`src/rtl/huffman_pkg.sv`:
```
// huffman_pkg: shared FSM state, clog2 helper and default
// parameters for the huffman_gen block.
package huffman_pkg;

  localparam int NSYM_D    = 6;
  localparam int SAMPLES_D = 100;
  localparam int CODE_W_D  = 8;
  localparam int CW_D      = 8;
  localparam int LEN_W     = 4;

  typedef enum logic [2:0] {
    IDLE,
    COUNT,
    REPORT,
    MERGE,
    OUT
  } state_t;

  function automatic int clog2(input int v);
    int r;
    r = 0;
    for (int i = 0; i < 31; i++)
      if ((1 << i) < v) r = i + 1;
    return r;
  endfunction

endpackage

```
`src/rtl/huffman_gen_if.sv`:
```
// huffman_gen_if: sample in, histogram and code/mask out.
// master drives samples and code_ready; slave is the generator.
// HUFFMAN_GEN_LEN_OUT_EN adds the per-symbol length bus L.
interface huffman_gen_if
  import huffman_pkg::*;
#(
  parameter int NSYM   = NSYM_D,
  parameter int CW     = CW_D,
  parameter int CODE_W = CODE_W_D
);
  logic                   gray_valid;
  logic [7:0]             gray_data;
  logic                   busy;
  logic                   CNT_valid;
  logic [NSYM*CW-1:0]     CNT;
  logic                   code_valid;
  logic                   code_ready;
  logic [NSYM*CODE_W-1:0] HC;
  logic [NSYM*CODE_W-1:0] M;
`ifdef HUFFMAN_GEN_LEN_OUT_EN
  logic [NSYM*LEN_W-1:0]  L;
`endif

  modport master (
    output gray_valid, gray_data, code_ready,
    input  busy, CNT_valid, CNT, code_valid, HC, M
`ifdef HUFFMAN_GEN_LEN_OUT_EN
    , input L
`endif
  );

  modport slave (
    input  gray_valid, gray_data, code_ready,
    output busy, CNT_valid, CNT, code_valid, HC, M
`ifdef HUFFMAN_GEN_LEN_OUT_EN
    , output L
`endif
  );

endinterface

```
`src/rtl/huffman_min2.sv`:
```
// huffman_min2: picks the two lightest active nodes.
// Ports: w_i/act_i/id_i node table in; a_o smallest, b_o next.
module huffman_min2
  import huffman_pkg::*;
#(
  parameter int NN = 11,
  parameter int WW = 8,
  parameter int IW = 4
) (
  input  logic [NN-1:0][WW-1:0] w_i,
  input  logic [NN-1:0]         act_i,
  input  logic [NN-1:0][IW-1:0] id_i,
  output logic [IW-1:0]         a_o,
  output logic [IW-1:0]         b_o
);

  logic          fa, fb;
  logic [WW-1:0] aw, bw;
  logic [IW-1:0] aid, bid, ai, bi;

  // Strict order on (weight, id): ties resolve to the lower id.
  function automatic logic lt(
    input logic [WW-1:0] wx,
    input logic [IW-1:0] ix,
    input logic [WW-1:0] wy,
    input logic [IW-1:0] iy
  );
    return (wx < wy) || ((wx == wy) && (ix < iy));
  endfunction

  always_comb begin
    fa  = 1'b0;
    aw  = '0;
    aid = '0;
    ai  = '0;
    for (int i = 0; i < NN; i++) begin
      if (act_i[i] &&
          (!fa || lt(w_i[i], id_i[i], aw, aid))) begin
        fa  = 1'b1;
        aw  = w_i[i];
        aid = id_i[i];
        ai  = IW'(i);
      end
    end
    fb  = 1'b0;
    bw  = '0;
    bid = '0;
    bi  = '0;
    for (int i = 0; i < NN; i++) begin
      if (act_i[i] && (IW'(i) != ai) &&
          (!fb || lt(w_i[i], id_i[i], bw, bid))) begin
        fb  = 1'b1;
        bw  = w_i[i];
        bid = id_i[i];
        bi  = IW'(i);
      end
    end
    a_o = ai;
    b_o = bi;
  end

endmodule

```
`src/rtl/huffman_gen.sv`:
```
// huffman_gen: histograms a frame of samples, then builds
// Huffman codes/masks one merge per cycle. Ports: clk, reset
// (async, active low), bus (huffman_gen_if.slave).
// Macro HUFFMAN_GEN_LEN_OUT_EN adds length output bus.L.
module huffman_gen
  import huffman_pkg::*;
#(
  parameter int NSYM    = NSYM_D,
  parameter int SAMPLES = SAMPLES_D,
  parameter int CODE_W  = CODE_W_D,
  parameter int CW      = CW_D
) (
  input logic          clk,
  input logic          reset,
  huffman_gen_if.slave bus
);

  localparam int NN = 2*NSYM - 1;
  localparam int IW = clog2(NN);
  localparam int WW = clog2(SAMPLES+1) + 1;
  localparam int SW = clog2(SAMPLES+1);

  state_t                      state_q, state_d;
  logic [SW-1:0]               scnt_q, scnt_d;
  logic [NSYM-1:0][CW-1:0]     cnt_q, cnt_d;
  logic [NN-1:0][WW-1:0]       wgt_q, wgt_d;
  logic [NN-1:0]               act_q, act_d;
  logic [NN-1:0][IW-1:0]       ids;
  logic [NSYM-1:0][IW-1:0]     root_q, root_d;
  logic [NSYM-1:0][CODE_W-1:0] code_q, code_d;
  logic [NSYM-1:0][CODE_W-1:0] mask_q, mask_d;
  logic [NSYM-1:0][LEN_W-1:0]  len_q, len_d;
  logic [IW-1:0]               mcnt_q, mcnt_d;
  logic [IW-1:0]               ia, ib, nid;

  for (genvar i = 0; i < NN; i++) begin : g_id
    assign ids[i] = IW'(i);
  end

  huffman_min2 #(
    .NN(NN),
    .WW(WW),
    .IW(IW)
  ) u_min2 (
    .w_i  (wgt_q),
    .act_i(act_q),
    .id_i (ids),
    .a_o  (ia),
    .b_o  (ib)
  );

  assign nid = IW'(NSYM) + mcnt_q;

  always_ff @(posedge clk or negedge reset) begin
    if (!reset) begin
      state_q <= IDLE;
      scnt_q  <= '0;
      cnt_q   <= '0;
      wgt_q   <= '0;
      act_q   <= '0;
      root_q  <= '0;
      code_q  <= '0;
      mask_q  <= '0;
      len_q   <= '0;
      mcnt_q  <= '0;
    end else begin
      state_q <= state_d;
      scnt_q  <= scnt_d;
      cnt_q   <= cnt_d;
      wgt_q   <= wgt_d;
      act_q   <= act_d;
      root_q  <= root_d;
      code_q  <= code_d;
      mask_q  <= mask_d;
      len_q   <= len_d;
      mcnt_q  <= mcnt_d;
    end
  end

  always_comb begin
    state_d = state_q;
    scnt_d  = scnt_q;
    cnt_d   = cnt_q;
    wgt_d   = wgt_q;
    act_d   = act_q;
    root_d  = root_q;
    code_d  = code_q;
    mask_d  = mask_q;
    len_d   = len_q;
    mcnt_d  = mcnt_q;
    unique case (state_q)
      IDLE, COUNT: begin
        if (bus.gray_valid) begin
          scnt_d = scnt_q + 1'b1;
          // Out-of-range values still count toward the frame.
          for (int s = 0; s < NSYM; s++)
            if (bus.gray_data == 8'(s+1))
              cnt_d[s] = cnt_q[s] + 1'b1;
          if (scnt_q == SW'(SAMPLES-1))
            state_d = REPORT;
          else
            state_d = COUNT;
        end
      end
      REPORT: begin
        // Load leaves; zero-count leaves take part too.
        wgt_d  = '0;
        act_d  = '0;
        mcnt_d = '0;
        for (int s = 0; s < NSYM; s++) begin
          wgt_d[s]  = WW'(cnt_q[s]);
          act_d[s]  = 1'b1;
          root_d[s] = IW'(s);
        end
        state_d = MERGE;
      end
      MERGE: begin
        // Symbols under A get a 1 at bit len, under B a 0.
        for (int s = 0; s < NSYM; s++) begin
          if (root_q[s] == ia || root_q[s] == ib) begin
            if (root_q[s] == ia)
              code_d[s] = code_q[s]
                        | (CODE_W'(1) << len_q[s]);
            mask_d[s] = (mask_q[s] << 1) | CODE_W'(1);
            len_d[s]  = len_q[s] + 1'b1;
            root_d[s] = nid;
          end
        end
        act_d[ia]  = 1'b0;
        act_d[ib]  = 1'b0;
        act_d[nid] = 1'b1;
        wgt_d[nid] = wgt_q[ia] + wgt_q[ib];
        mcnt_d     = mcnt_q + 1'b1;
        if (mcnt_q == IW'(NSYM-2))
          state_d = OUT;
      end
      OUT: begin
        if (bus.code_ready) begin
          state_d = IDLE;
          scnt_d  = '0;
          cnt_d   = '0;
          wgt_d   = '0;
          act_d   = '0;
          root_d  = '0;
          code_d  = '0;
          mask_d  = '0;
          len_d   = '0;
          mcnt_d  = '0;
        end
      end
      default: state_d = IDLE;
    endcase
  end

  assign bus.busy = (state_q == REPORT) ||
                    (state_q == MERGE)  ||
                    (state_q == OUT);
  assign bus.CNT_valid  = (state_q == REPORT);
  assign bus.code_valid = (state_q == OUT);

  // Symbol 1 lands in the most significant field.
  always_comb begin
    bus.CNT = '0;
    bus.HC  = '0;
    bus.M   = '0;
    for (int s = 0; s < NSYM; s++) begin
      bus.CNT[(NSYM-1-s)*CW +: CW] = cnt_q[s];
      if (state_q == OUT) begin
        bus.HC[(NSYM-1-s)*CODE_W +: CODE_W] = code_q[s];
        bus.M[(NSYM-1-s)*CODE_W +: CODE_W]  = mask_q[s];
      end
    end
  end

`ifdef HUFFMAN_GEN_LEN_OUT_EN
  always_comb begin
    bus.L = '0;
    for (int s = 0; s < NSYM; s++)
      if (state_q == OUT)
        bus.L[(NSYM-1-s)*LEN_W +: LEN_W] = len_q[s];
  end
`endif

endmodule

```
`src/flat_wrapper.sv`:
```
// flat-port wrapper written by rule: the top's interface ports become plain ports
module huffman_gen_flat import huffman_pkg::*;
#(
  parameter int NSYM    = NSYM_D,
  parameter int SAMPLES = SAMPLES_D,
  parameter int CODE_W  = CODE_W_D,
  parameter int CW      = CW_D
)
  (clk, reset, bus_gray_valid, bus_gray_data, bus_code_ready, bus_busy, bus_CNT_valid, bus_CNT, bus_code_valid, bus_HC, bus_M);
  huffman_gen_if #(.NSYM(NSYM), .CW(CW), .CODE_W(CODE_W)) bus_i ();
  input logic clk;
  input logic reset;
  input wire logic [$bits(bus_i.gray_valid)-1:0] bus_gray_valid;
  input wire logic [$bits(bus_i.gray_data)-1:0] bus_gray_data;
  input wire logic [$bits(bus_i.code_ready)-1:0] bus_code_ready;
  output wire logic [$bits(bus_i.busy)-1:0] bus_busy;
  output wire logic [$bits(bus_i.CNT_valid)-1:0] bus_CNT_valid;
  output wire logic [$bits(bus_i.CNT)-1:0] bus_CNT;
  output wire logic [$bits(bus_i.code_valid)-1:0] bus_code_valid;
  output wire logic [$bits(bus_i.HC)-1:0] bus_HC;
  output wire logic [$bits(bus_i.M)-1:0] bus_M;
  assign bus_i.gray_valid = bus_gray_valid;
  assign bus_i.gray_data = bus_gray_data;
  assign bus_i.code_ready = bus_code_ready;
  assign bus_busy = bus_i.busy;
  assign bus_CNT_valid = bus_i.CNT_valid;
  assign bus_CNT = bus_i.CNT;
  assign bus_code_valid = bus_i.code_valid;
  assign bus_HC = bus_i.HC;
  assign bus_M = bus_i.M;
  huffman_gen #(.NSYM(NSYM), .SAMPLES(SAMPLES), .CODE_W(CODE_W), .CW(CW)) u_core (.clk(clk), .reset(reset), .bus(bus_i));
endmodule
```
`config.mk`:
```
export PLATFORM = sky130hd
export DESIGN_NAME = huffman_gen_flat
export DESIGN_NICKNAME = d
export VERILOG_FILES = /design/src/rtl/huffman_pkg.sv /design/src/rtl/huffman_gen_if.sv /design/src/rtl/huffman_min2.sv /design/src/rtl/huffman_gen.sv /design/src/flat_wrapper.sv
export SDC_FILE = /design/constraint.sdc
export NUM_CORES = 1
export LEC_CHECK = 0
export BUFFER_PORTS_ARGS = -buffer_cell sky130_fd_sc_hd__buf_2
export CAP_MARGIN = 40
export CORE_ASPECT_RATIO = 0.8
export CORE_MARGIN = 2
export CORE_UTILIZATION = 50
export CTS_CLUSTER_DIAMETER = 150
export DETAILED_ROUTE_END_ITERATION = 12
export PLACE_DENSITY = 0.68
export SLEW_MARGIN = 20
export SYNTH_ARGS = -nofsm -noshare
export SYNTH_HDL_FRONTEND = slang
export SYNTH_SLANG_ARGS = --single-unit
```
`constraint.sdc`:
```
create_clock -name clk -period 67.7 [get_ports clk]
set_clock_uncertainty 0.2 [all_clocks]
set_input_delay 3.385 -clock clk [delete_from_list [all_inputs] [get_ports clk]]
set_output_delay 3.385 -clock clk [all_outputs]
set_load 0.02 [all_outputs]
```
Yosys cells after proc, flatten, opt, wreduce, memory -nomap -nowiden
Cells that the tools add are included.

Bits in registers: 305. Bits of input ports: 12. Output and inout bits: 147. Logic and storage cells: 489.

$add $sub $neg: 16. Magnitude comparators: 44. Eq/ne operators: 73. Shift operators: 6. Mux-type cells: 143. Bitwise logic cells: 11. Reductions and logical operators: 151.

Operator list (number): $mux 8 (59); $pmux 48 s2 (3); $pmux 88 s3 (1); $lt 8x8->1 (20); $eq 8x8->1 (18); $mux 4 (31); $mux 48 (2); $bwmux 88 (1); $mux 88 (1); $pmux 24 s3 (1); $bmux 8 s4 (2); $logic_and 1x1->1 (52); $add 8x1->8 const B (6); $eq 4x4->1 (12); $or 8x8->8 (6); $pmux 24 s2 (1); $reduce_and 4->1 (12); $shl 1x4->8 const A (6); $logic_or 1x1->1 (46); $reduce_and 3->1 (14); $ne 2x1->1 const B (19); $pmux 11 s3 (1); $demux 8 s4 (1); $lt 3x4->1 const A (8); 41 further kinds (121).

Depth between registers and ports, before layout
Gate-level depths: netlist of run 1.

Depth after elaboration: 128. Mapped depth: 261.

Modules after synthesis
Synthesis of run 1 repeated with hierarchy kept, for this count alone.

Cells, all modules: 3074. Area, all modules: 26090.0 um2.

By module, submodules not included: huffman_gen (instances 1, cells each 1753, area each 16619.7 um2); huffman_min2 (instances 1, cells each 1321, area each 9470.3 um2).

Least setup slack after synthesis of run 1
OpenSTA, ideal clock, no wires.

Path type: register -> register. Start point: reg u_core.act_q[0]. End point: reg u_core.wgt_q[71] (netlist name). Library setup time: 0.134 ns. Arrival time: 41.337 ns. Data required time: 67.366 ns. Path slack: 26.030 ns. Cell stages (with the launch flop): 248. Buffers on the path: 29. Clock period less this slack: 41.670 ns. Path through: dfrtp_1 -> buf_2 -> buf_1 -> clkbuf_1 -> nand2_1 -> ha_1 -> a21oi_1 -> o21ai_0 -> a21o_1 -> nor2_1 -> clkbuf_1 -> nand2_1 -> o21ai_0 -> inv_1 -> ha_1 -> a21oi_1 -> o21ai_1 -> nor3_1 -> (+212 left out) -> nand3_1 -> clkbuf_1 -> clkbuf_1 -> o221ai_1 -> a222oi_1 -> o21ai_0 -> ha_1 -> a21o_1 -> a21oi_1 -> o21bai_1 -> a21oi_1 -> o21bai_1 -> a21oi_1 -> xnor2_1 -> nor2_1 -> and4_1 -> nor3_4 -> o22ai_1.

Longest elaborated chain between the ends: 125. Elaborated cells on any way between the ends: 241. Classes of those cells: 1 x add/sub; 38 x order compare; 28 x eq/ne; 66 x mux; 108 x reduce/logical.

Ends and longest elaborated chain: from (decl) (line huffman_gen.sv:27) `logic [NN-1:0] act_q, act_d;`; from (signal assigned) (line huffman_gen.sv:71) `act_q <= act_d;`; branches (longest 122 deep; another with $lt 8x8->1); $add 8x8->8 (*) (line huffman_gen.sv:132) `wgt_d[nid] = wgt_q[ia] + wgt_q[ib];`; $bwmux 88 (*) (line huffman_gen.sv:132); $pmux 88 s3 (*) (line huffman_gen.sv:91) `unique case (state_q)`; to (signal assigned) (line huffman_gen.sv:70) `wgt_q <= wgt_d;`; to (decl) (line huffman_gen.sv:26) `logic [NN-1:0][WW-1:0] wgt_q, wgt_d;`.

Mark *: on every way between the ends. The select of a mux whose other input is x is not followed. A chain may end at the register's enable or synchronous reset.

Worst setup path in the final report of run 1
Start point: reg u_core.act_q[0]. End point: reg u_core.wgt_q[6] (netlist name).

Same word-level chain as after synthesis.

==> results of run 1 <==
[through the flow]
stage	setup WS, ps	instance area (um2)	util	hold slack, ps	instances
CTS	22070	25500	0.558	290	3599
finish	21180	25600	0.559	285	3604
detailed placement	22220	24600	0.537	277	3549
global placement	23000	24500	0.534	255	3541
floorplan	26030	23200	-	242	2885
global route	17360	25600	0.559	309	3604
[worst max-delay path: cells and delay by family, from the launching register on]
family / cells / cell delay, ps
compound gates: 114 / 22520
simple gates: 67 / 11710
fa+ha+maj: 22 / 6330
buf+inv: 18 / 2510
mux: 7 / 2440
xor+xnor: 1 / 410
flops: 1 / 320
[layer usage]
layer  share of wire  wire length (um)  vias up  GRT usage
met5               0                 0        -          0
met4           0.033              2790        0     0.0924
met3            0.10              8510      196     0.0560
met2            0.42             35100     1272      0.506
met1            0.45             37900    11200      0.519
li1                -                 -    10500          -
[cell type report]
type / instances / area, um2 / area share
repair buffers: 208 / 1260 / 0.0493
clock inverters: 12 / 149 / 0.00582
flip-flops and latches: 305 / 7630 / 0.298
multi-input cells: 2275 / 14400 / 0.563
inverters: 154 / 578 / 0.0226
well taps: 612 / 766 / 0.0299
clock buffers: 38 / 800 / 0.0312
[registers in the layout (all words and copies together), names as in the netlist]
signal / flops
u_core.len_q: 24
u_core.mcnt_q: 4
u_core.code_q: 48
u_core.root_q: 24
u_core.wgt_q: 88
u_core.mask_q: 48
u_core.act_q: 11
u_core.bus.CNT: 48
u_core.state_q: 3
u_core.scnt_q: 7
[worst max-delay path by stage]
stage	start	to	slack, ps	depth (start not counted)
2_1_floorplan	u_core.act_q[0]	u_core.wgt_q[71]	26030	247
3_3_place_gp	u_core.act_q[0]	u_core.wgt_q[14]	23000	228
3_5_place_dp	u_core.act_q[0]	u_core.wgt_q[30]	22220	228
4_1_cts	u_core.act_q[0]	u_core.wgt_q[30]	22070	228
5_1_grt	u_core.act_q[0]	u_core.wgt_q[6]	17360	232
6_report	u_core.act_q[0]	u_core.wgt_q[6]	21180	229
[kinds of logic (layout without fill, tap and decap cells)]
family          count (synthesis)  after routing
simple gates                 1079           1079
compound gates                850            850
buf+inv                       305            412
xor+xnor                       70             70
mux                            76             76
fa+ha+maj                     200            200
flops                         305            305
[cells in the final DEF, fill, tap and decap left out, drive strengths merged, types with 5 or more instances in the layout]
| cell | instances |
|---|---|
| nand2 | 346 |
| nor2 | 323 |
| dfrtp | 305 |
| o21ai | 264 |
| a21oi | 236 |
| buf | 206 |
| ha | 198 |
| inv | 155 |
| and3 | 107 |
| nand3 | 83 |
| o22ai | 57 |
| xor2 | 50 |
| mux2i | 41 |
| clkbuf | 40 |
| a21o | 37 |
| a31oi | 36 |
| mux2 | 35 |
| nor4 | 30 |
| nor2b | 29 |
| nand2b | 29 |
| nor3 | 29 |
| a211oi | 29 |
| o31ai | 28 |
| o21a | 26 |
| nand4 | 26 |
| and2 | 24 |
| xnor2 | 20 |
| or3 | 17 |
| or2 | 16 |
| a32oi | 14 |
| o211ai | 13 |
| a22oi | 12 |
| o41ai | 12 |
| o31a | 9 |
| and4 | 7 |
| a311oi | 7 |
| o311ai | 6 |
| o311a | 5 |
==> flow_metrics.tcl, run 1 <==
set metrics [dict create \
    antenna_cells 0 \
    min-delay-start "u_core.mask_q[31]" \
    tightest_slew_ps 979 \
    tns_ps 0 \
    clockBufferDepth 3 \
    r2r_slack_ps 21180 \
    drt-initial-drc-count 2456 \
    synth_area_leaders "dfrtp_1 (33%), ha_1 (11%), nand2_1 (5.6%), nor2_1 (5.2%), a21oi_1 (5.0%)" \
    grt_max_degree 108 \
    wl_um 84300 \
    cts_setup_buffers 0 \
    dominantRegCellSynth "dfrtp_1" \
    hold_path_class "register to register" \
    cp_max_fo 32 \
    antenna_left 0 \
    grt_pass1_wl_um 129000 \
    grt.overflow.total 0 \
    clk_pin_slew_ps 70 \
    syn_avg_cell_area_um2 8.05 \
    yosys.area_share.simple 0.216 \
    end_kind "register" \
    finalCriticalPeriod_ps 46520 \
    final_hold_viol_count 0 \
    required_ps 67980 \
    start_kind "register" \
    status "completed" \
    portBuffers 158 \
    rr_worst_depth 229 \
    synth_mux_area_frac 0.0348 \
    critPathArrivalTime_ps 46810 \
    synth-seq-area-share 0.329 \
    crit_path_top_delay_cell "o21bai_2" \
    synth_edf_count 0 \
    synth_top_cell_area_share 0.329 \
    worst_hold_path.endpoint "u_core.mask_q[31]" \
    first_pass_iters 6 \
    ys_ff_latch 305 \
    ys_async_sr_fraction 1.00 \
    start_util 0.507 \
    relSlewSlack 0.343 \
    cts-root-buf "clkbuf_16" \
    insertion_delay_ps 570 \
    hold_path_depth 2 \
    clkSinkCount 305 \
    yosys.area_share.adder 0.108 \
    slew_viol_final 0 \
    synthesis.area_um2 23200 \
    rows 70 \
    synth_most_common_cell "nand2_1" \
    synth_xor_area_frac 0.0264 \
    synth_area_leader_cell "dfrtp_1" \
    fp.dieW_um 245 \
    track_usage 0.343 \
    finalSetupViolCount 0 \
    nNetsFinal 3184 \
    fp.dieH_um 197 \
    dieArea_um2 48200 \
    syn_nets 3096 \
    cts_resized 0 \
    hpwlAfterDp_um 62400 \
    synth_compound_area_frac 0.234 \
    cts_buffers 29 \
    drcViolationCount 0 \
    synthCells 2885 \
    max_stage_delay_ps 660 \
    yosys_warnings 0 \
    cts.hold.buffers_added 0 \
    wl_per_cell_um 23.4 \
    antenna_found_initial 0 \
    synth_top_family_by_area "compound AO/OA/AOI/OAI gates" \
    vias 23200 \
    cpMostUsedCell "a21oi_1" \
    r2r_start "u_core.act_q[0]" \
    syn_to_final_growth_pct 10.2 \
    ctsHtreeMaxLevel 1 \
    coreArea_um2 45800 \
    tritoncts "yes" \
    clock.fmax_mhz 21.5 \
    grt_setup_unrepaired "no" \
    io_pins 159 \
    routabilityCongestion 0.985 \
    path_class "register to register" \
    rr_endpoint "u_core.wgt_q[6]" \
    synth_common_cells "nand2_1 (345), nor2_1 (320), dfrtp_1 (305), a21oi_1 (234), o21ai_0 (199)" \
    synth.distinct_cells 106 \
    drv_cap 0 \
    viasPerCell 6.43 \
    num-fill-cells 4305 \
    finalCritPeriodShare 0.687 \
    grt_pass1_vias 21200 \
    drive_above_1_share 0.113 \
]
Power of run 1 is not shown: default switching activity piles up to over one toggle a cycle in this logic, so the estimate is an artifact.
==> run 2, diff against run 1 <==
==> constraint.sdc (replaced) <==
create_clock -name clk -period 46.2 [get_ports clk]
set_clock_uncertainty 0.2 [all_clocks]
set_input_delay 2.31 -clock clk [delete_from_list [all_inputs] [get_ports clk]]
set_output_delay 2.31 -clock clk [all_outputs]
set_load 0.02 [all_outputs]
==> run 2 against run 1 <==
Net effect: via count shrank 0.31%; worst setup slack lost 18000 ps; die area is the same; final area grew 1.0%; highest routed layer is now met5; first-iteration DRC count grew 12%; critical endpoint is now u_core.wgt_q[79]; register-to-register slack lost 18000 ps; largest cell class unchanged.
==> flow_metrics.tcl, run 2 (synthesis results as in run 1) <==
set metrics [dict create \
    crit_family "compound AO/OA/AOI/OAI gates" \
    tightest_slew_ps 878 \
    relSlewSlack 0.414 \
    end_kind "register" \
    cpMostUsedCell "a21oi_1" \
    wl_per_cell_um 23.7 \
    final_hold_viol_count 0 \
    wl_um 85800 \
    path_class "register to register" \
    required_ps 46460 \
    hpwlAfterDp_um 63400 \
    grt_pass1_vias 21500 \
    max_stage_delay_ps 590 \
    final_cell_mix "nand2_1 (342), nor2_1 (315), dfrtp_1 (303)" \
    whs_ps 287 \
    hold_path_class "register to register" \
    regArea_um2 7630 \
    grt.overflow.total 0 \
    min-delay-start "u_core.len_q[19]" \
    cts_buffers 30 \
    clock.fmax_mhz 23.3 \
    num-fill-cells 4260 \
    clk_pin_slew_ps 70 \
    finalCriticalPeriod_ps 42960 \
    start_kind "register" \
    fp.dieH_um 197 \
    insertion_delay_ps 590 \
    drive_above_1_share 0.123 \
    nNetsFinal 3199 \
    drt-initial-drc-count 2762 \
    drcViolationCount 0 \
    antenna_left 0 \
    grt_max_degree 96 \
    critPathLaunch "u_core.act_q[0]" \
    fp.dieW_um 245 \
    critPathArrivalTime_ps 43230 \
    antenna_found_initial 3 \
    dp.cells 3556 \
    worst-path-buf-inv 20 \
    grt_pass1_wl_um 131000 \
    drv_cap 0 \
    tritoncts "yes" \
    clockBufferDepth 3 \
    largest_reg_flops 88 \
    io_pins 159 \
    finalNonFillerCells 3622 \
    finalCritPeriodShare 0.930 \
    first_pass_iters 6 \
    crit_path_top_delay_cell "or4_1" \
    coreArea_um2 45800 \
    finalSetupViolCount 0 \
    cp_max_fo 31 \
    stdcell_area_um2 25900 \
    rows 70 \
    clkSinkCount 305 \
    vias 23100 \
    status "completed" \
    syn_to_final_growth_pct 11.4 \
    slew_viol_final 0 \
    multi_input_area_um2 14500 \
    routabilityCongestion 1.03 \
    placed_cell_area_um2 24700 \
    portBuffers 158 \
    ctsHtreeMaxLevel 1 \
    dieArea_um2 48200 \
    cts-root-buf "clkbuf_16" \
    track_usage 0.351 \
    grt_setup_unrepaired "no" \
    r2r_start "u_core.act_q[0]" \
    largest_register "u_core.wgt_q" \
    start_util 0.507 \
    viasPerCell 6.38 \
    tns_ps 0 \
    layout_commonest_cell "nand2_1" \
]
[run 2: timing repair]
item,in CTS,in global routing
hold endpoints to repair,0,0
endpoints found under the setup margin,0,194
resized for setup,0,33
hold buffers,0,0
buffers inserted,0,7
[run 2: cell type report]
type / count / share of cell area
diodes: 2 / 0.000194
clock buffers: 47 / 0.0354
clock inverters: 5 / 0.00126
inverters: 154 / 0.0224
multi-input cells: 2275 / 0.562
flip-flops and latches: 305 / 0.295
well taps: 612 / 0.0296
repair buffers: 222 / 0.0543
[run 2: stage by stage]
step	setup WS (ps)	utilization
2_1_floorplan	4530	-
3_3_place_gp	1500	0.535
3_5_place_dp	768	0.539
4_1_cts	604	0.559
5_1_grt	68.0	0.564
6_report	3240	0.564
[run 2: worst register-to-register path: cells and delay by family (launching register included)]
family | cells | cell delay [ps]
fa+ha+maj | 21 | 5980
compound gates | 112 | 19860
xor+xnor | 1 | 250
mux | 8 | 2450
simple gates | 64 | 10490
flops | 1 | 480
buf+inv | 20 | 3100
[run 2: per-layer routing]
layer  share of wire  global-route usage
met1            0.44               0.525
met2            0.42               0.513
met3            0.11              0.0667
met4           0.030              0.0985
met5        0.000082                   0
[run 2: path summary, 6_finish.rpt]
check	end	slack, ps	cells past startpoint
max in group asynchronous	u_core.wgt_q[65]	43030	3
worst max-delay path	u_core.wgt_q[79]	3240	226
worst max register to register	u_core.wgt_q[79]	3240	226
worst min register to register	u_core.len_q[19]	290	1
worst min-delay path	u_core.len_q[19]	290	1
min in group asynchronous	u_core.scnt_q[6]	1530	1
Power of run 2 is left out for the same reason.
